--- src/rtl/serial_word_tx.sv ---
// serial_word_tx: buffers valid/ready words in a small FIFO and shifts them out MSB first.
// Define SER_TX_PARITY_EN to append one even-parity bit after each word's LSB.
module serial_word_tx #(
  parameter int   DATA_W     = 8,
  parameter int   FIFO_DEPTH = 4,
  parameter logic IDLE_BIT   = 1'b0
) (
  input  logic                             clk,
  input  logic                             reset_n,
  input  logic                             in_valid,
  output logic                             in_ready,
  input  logic [DATA_W-1:0]                in_data,
  input  logic                             enable,
  output logic                             serial_out,
  output logic                             bit_valid,
  output logic                             word_done,
  output logic [$clog2(FIFO_DEPTH+1)-1:0]  fifo_level
);
  localparam int PTR_W = $clog2(FIFO_DEPTH);
  localparam int LVL_W = $clog2(FIFO_DEPTH + 1);
  localparam int CNT_W = $clog2(DATA_W);

`ifdef SER_TX_PARITY_EN
  typedef enum logic [1:0] {S_IDLE, S_SHIFT, S_PARITY} state_t;
`else
  typedef enum logic {S_IDLE, S_SHIFT} state_t;
`endif

  logic [DATA_W-1:0] mem_q [FIFO_DEPTH];
  logic [PTR_W-1:0]  wr_ptr_q;
  logic [PTR_W-1:0]  rd_ptr_q;
  logic [LVL_W-1:0]  level_q;
  logic              push;
  logic              pop;
  logic              fifo_empty;
  logic [DATA_W-1:0] head_word;

  state_t            state_q, state_d;
  logic [CNT_W-1:0]  cnt_q, cnt_d;
  logic [DATA_W-1:0] shift_q, shift_d;
  logic              sout_q, sout_d;
  logic              bv_q, bv_d;
  logic              word_end;
`ifdef SER_TX_PARITY_EN
  logic              par_q, par_d;
`endif

  assign fifo_empty = (level_q == '0);
  assign in_ready   = (level_q != LVL_W'(FIFO_DEPTH));
  assign push       = in_valid & in_ready;
  assign head_word  = mem_q[rd_ptr_q];

  // word_end marks the enabled cycle in which the final bit of a word is on serial_out.
`ifdef SER_TX_PARITY_EN
  assign word_end = enable && (state_q == S_PARITY);
`else
  assign word_end = enable && (state_q == S_SHIFT) && (cnt_q == '0);
`endif
  assign pop = enable && !fifo_empty && ((state_q == S_IDLE) || word_end);

  assign serial_out = sout_q;
  assign bit_valid  = bv_q;
  assign word_done  = word_end;
  assign fifo_level = level_q;

  always_ff @(posedge clk) begin
    if (push) begin
      mem_q[wr_ptr_q] <= in_data;
    end
  end

  always_ff @(posedge clk or negedge reset_n) begin
    if (!reset_n) begin
      wr_ptr_q <= '0;
      rd_ptr_q <= '0;
      level_q  <= '0;
    end else begin
      if (push) begin
        wr_ptr_q <= wr_ptr_q + PTR_W'(1);
      end
      if (pop) begin
        rd_ptr_q <= rd_ptr_q + PTR_W'(1);
      end
      if (push && !pop) begin
        level_q <= level_q + LVL_W'(1);
      end else if (pop && !push) begin
        level_q <= level_q - LVL_W'(1);
      end
    end
  end

  always_ff @(posedge clk or negedge reset_n) begin
    if (!reset_n) begin
      state_q <= S_IDLE;
      cnt_q   <= '0;
      shift_q <= '0;
      sout_q  <= IDLE_BIT;
      bv_q    <= 1'b0;
`ifdef SER_TX_PARITY_EN
      par_q   <= 1'b0;
`endif
    end else begin
      state_q <= state_d;
      cnt_q   <= cnt_d;
      shift_q <= shift_d;
      sout_q  <= sout_d;
      bv_q    <= bv_d;
`ifdef SER_TX_PARITY_EN
      par_q   <= par_d;
`endif
    end
  end

  always_comb begin
    state_d = state_q;
    cnt_d   = cnt_q;
    shift_d = shift_q;
    sout_d  = sout_q;
    bv_d    = bv_q;
`ifdef SER_TX_PARITY_EN
    par_d   = par_q;
`endif
    if (pop) begin
      // shift_q always holds the bits still to come, left-aligned.
      state_d = S_SHIFT;
      shift_d = head_word << 1;
      sout_d  = head_word[DATA_W-1];
      bv_d    = 1'b1;
      cnt_d   = CNT_W'(DATA_W - 1);
`ifdef SER_TX_PARITY_EN
      par_d   = ^head_word;
`endif
    end else if (word_end) begin
      state_d = S_IDLE;
      sout_d  = IDLE_BIT;
      bv_d    = 1'b0;
    end else if (enable && (state_q == S_SHIFT)) begin
      if (cnt_q != '0) begin
        sout_d  = shift_q[DATA_W-1];
        shift_d = shift_q << 1;
        cnt_d   = cnt_q - CNT_W'(1);
      end
`ifdef SER_TX_PARITY_EN
      else begin
        state_d = S_PARITY;
        sout_d  = par_q;
      end
`endif
    end
  end

endmodule

--- config.mk ---
export PLATFORM = sky130hd
export DESIGN_NAME = serial_word_tx
export DESIGN_NICKNAME = d
export VERILOG_FILES = /design/src/rtl/serial_word_tx.sv
export SDC_FILE = /design/constraint.sdc
export NUM_CORES = 1
export LEC_CHECK = 0
export ABC_AREA = 1
export ABC_CLOCK_PERIOD_IN_PS = 5000
export CAP_MARGIN = 20
export CORE_MARGIN = 2
export CORE_UTILIZATION = 31
export CTS_CLUSTER_SIZE = 14
export DETAILED_ROUTE_END_ITERATION = 16
export GPL_TIMING_DRIVEN = 0
export PLACE_DENSITY = 0.57
export SETUP_SLACK_MARGIN = 0.05
export SYNTH_ARGS = -nofsm -noshare
export SYNTH_HDL_FRONTEND = slang
export SYNTH_SLANG_ARGS = --single-unit
--- constraint.sdc ---
create_clock -name clk -period 5 [get_ports clk]
set_input_delay 1.25 -clock clk [delete_from_list [all_inputs] [get_ports clk]]
set_output_delay 1.25 -clock clk [all_outputs]
set_load 0.05 [all_outputs]
==> flow_metrics.py <==
metrics = {
    "placement": {
        "place_congestion": 0.731,
        "post_dp_cell_area_sq_mm": 0.00261,
        "portBuffers": 18,
        "place_ws_ns": 0.903,
        "dp_hpwl_um": 3000,
    },
    "clock_network": {
        "cts_hold_buf": 0,
        "h-tree-depth": 2,
        "cts.sinks": 51,
        "cts_setup_buffers": 0,
        "ctsResizeCount": 0,
        "root_buffer": "clkbuf_8",
        "numCtsBuffers": 5,
        "cts.clk_slew.worst_paths_ns": 0.10,
        "cts_max_path_buffers": 2,
        "clk_latency_ns": 0.31,
        "cts_tree": "yes",
    },
    "timing": {
        "worst_hold_slack_ns": 0.492,
        "tns_ns": 0,
        "drv_slew": 0,
        "worst_slack_ns": 0.897,
        "rsz0062_at_grt": "false",
        "finalCritPeriodShare_pct": 82.1,
        "worst_slew_pin_slew_ns": 0.911,
        "setup-violations-final": 0,
        "hold_viol": 0,
        "final.min_clock_period_ns": 4.10,
        "fin_skew_ns": 0.00960,
        "max_freq_mhz": 244,
        "slew-limit-headroom_pct": 39.1,
    },
    "worst_setup_path": {
        "slowest_stage": "clkdlybuf4s50_1",
        "path_class": "in2out",
        "path_max_fanout": 3,
        "cp-start-kind": "input pin",
        "cp_common_cell": "clkdlybuf4s50_1",
        "regToRegStartpoint": "cnt_q[0]$_DFFE_PN0P_",
        "cp-end-kind": "primary output",
        "worst_r2r_path_depth": 12,
        "cp_cell_sequence": "clkdlybuf4s50_1 -> nand2_1 -> inv_2 -> nand2_2 -> inv_1 -> clkdlybuf4s50_1",
        "slowest_delay_ns": 0.79,
        "cp_top_family": "buffers and inverters",
        "regToRegEndpoint": "fifo_level[1]$_DFFE_PN0P_",
        "worst-path-buf-inv": 4,
        "worstPathRequired_ns": 3.75,
        "r2r_setup_slack_ns": 2.63,
        "crit_arrival_ns": 2.85,
    },
    "finish": {
        "num-nets-final": 268,
        "antenna_cells": 0,
        "syn_to_final_growth_pct": 17.4,
        "finalCoreUtilization_pct": 37.5,
        "fin_area_sq_mm": 0.00271,
        "drive_gt1_share_pct": 9.24,
    },
    "floorplan": {
        "die_w_um": 90.2,
        "row_count": 31,
        "start_util_pct": 31.9,
        "die_h_um": 90.2,
        "die-area_sq_mm": 0.00814,
        "pin_count": 19,
        "coreArea_sq_mm": 0.00721,
    },
    "flow_run": {
        "cap_violations": 0,
    },
    "worst_hold_path": {
        "worstHoldStart": "shift_q[4]$_DFFE_PN0P_",
        "worstHoldPathCells": 2,
        "min_path_type": "reg2reg",
        "min_to": "shift_q[4]$_DFFE_PN0P_",
    },
    "route": {
        "vias": 1509,
        "wl_per_cell_um": 12.6,
        "drt_wl_total_um": 4370,
        "drtIter0Drc": 72,
        "drtAntennaViolNets": 0,
        "vias_per_cell": 4.34,
        "drt_pass1_iterations": 4,
        "drc": 0,
    },
    "global_routing": {
        "grt_first_pass_wirelength_um": 7330,
        "antenna_found_initial": 0,
        "grt_max_degree": 20,
        "grt.total_usage_pct": 11.5,
        "first_global_vias": 1415,
        "grt_remaining_overflow": 0,
    },
    "synth": {
        "yosysTopAreaCell": "edfxtp_1",
        "syn-instance-count": 223,
        "synthMostInstantiatedCell": "nand2_1",
        "syn_nets": 243,
        "yosys-top-cells-count": "nand2_1, edfxtp_1, nand3_1",
        "yosysWarnings": 0,
        "synth-seq-cells": 51,
        "synth-edff-count": 32,
        "syn_avg_cell_area_sq_um": 10.3,
        "synth_cell_types": 26,
        "async_flop_share_pct": 37.3,
        "synthTopCellsByArea": "edfxtp_1, dfrtp_1, nand2_1",
        "seq_area_frac_synth_pct": 62.4,
        "synth.top_cell.area_share_pct": 41.7,
        "synth_ff_type": "edfxtp_1",
        "netlist_area_sq_mm": 0.00230,
    },
    "run_status": {
        "outcome": "finished, final reports clean",
    },
    "power": {
        "p_per_area_mw_per_mm2": 568,
        "p_leak_nw": 1.19,
        "irDropWorstVdd_mv": 0.227,
    },
}
## power by group
part	leakage, nW	internal [mW]	switching (mW)
combinational	0.611	0.223	0.431
clock	0.0502	0.104	0.148
sequential	0.527	0.575	0.0557
total	1.19	0.902	0.635
## registers in the layout (all words and copies together) (netlist names)
signal	count
shift_q	7
rd_ptr_q	2
cnt_q	3
bit_valid	1
fifo_level	3
serial_out	1
wr_ptr_q	2
mem_q	32
## cell type report
type,count,area [sq um]
fillers,747,4510
flip-flops and latches,51,1440
multi-input cells,139,718
repair buffers,18,180
well taps,99,124
inverters,27,101
clock buffers,5,68.8
plain buffers,6,47.5
clock inverters,3,28.8
## worst min-delay path, cell delays in order (launching register included)
cell     delay, ns
dfrtp_1       0.36
nand2_1       0.05
nand2_1       0.06
## routing by layer
metal	routed length (um)	vias to the layer above	track usage (%)
met5	0	-	0
met4	82	0	4.62
met3	114	6	2.60
met2	2060	24	18.4
met1	2110	708	15.2
li1	-	771	-
## layout by cell type (no fill, tap or decap), types with 2 or more instances in the layout
| master | netlist | routed |
|---|---|---|
| o21ai_1 | 2 | 2 |
| clkdlybuf4s50_1 | 0 | 18 |
| clkbuf_8 | 0 | 5 |
| ha_1 | 7 | 7 |
| nand2_2 | 2 | 2 |
| buf_4 | 2 | 2 |
| o21ai_0 | 5 | 5 |
| edfxtp_1 | 32 | 32 |
| buf_6 | 2 | 2 |
| dfrtp_1 | 19 | 19 |
| inv_1 | 24 | 24 |
| nand3_1 | 29 | 29 |
| inv_2 | 2 | 2 |
| xor2_1 | 3 | 3 |
| nand2_1 | 71 | 71 |
| a21oi_1 | 3 | 3 |
| clkinv_4 | 0 | 2 |
| nor2_1 | 8 | 8 |
| buf_2 | 2 | 2 |
## per-stage QoR
stage / instances / total power [mW]
6_report: 348 / 1.54
5_1_grt: 348 / 1.66
4_1_cts: 348 / 1.56
3_5_place_dp: 340 / 1.30
3_3_place_gp: 340 / 1.29
2_1_floorplan: 223 / 1.11
## worst max path at each step
stage                 from   endpoint  cells after the start
finish              enable  word_done                      6
global route        enable  word_done                      6
CTS                 enable  word_done                      6
detailed placement  enable  word_done                      6
global placement    enable  word_done                      6
floorplan           enable  word_done                      4
## kinds of logic after synthesis
logic type | share of synthesized area (%)
and+or+nand+nor | 20.5
xor gates and xnor gates | 1.52
buffers and inverters | 6.46
AOI/OAI and AO/OA | 4.02
adders and majority gates | 4.67
muxes | 0.489
DFF | 62.4
Power figures use the tool's default switching activity.
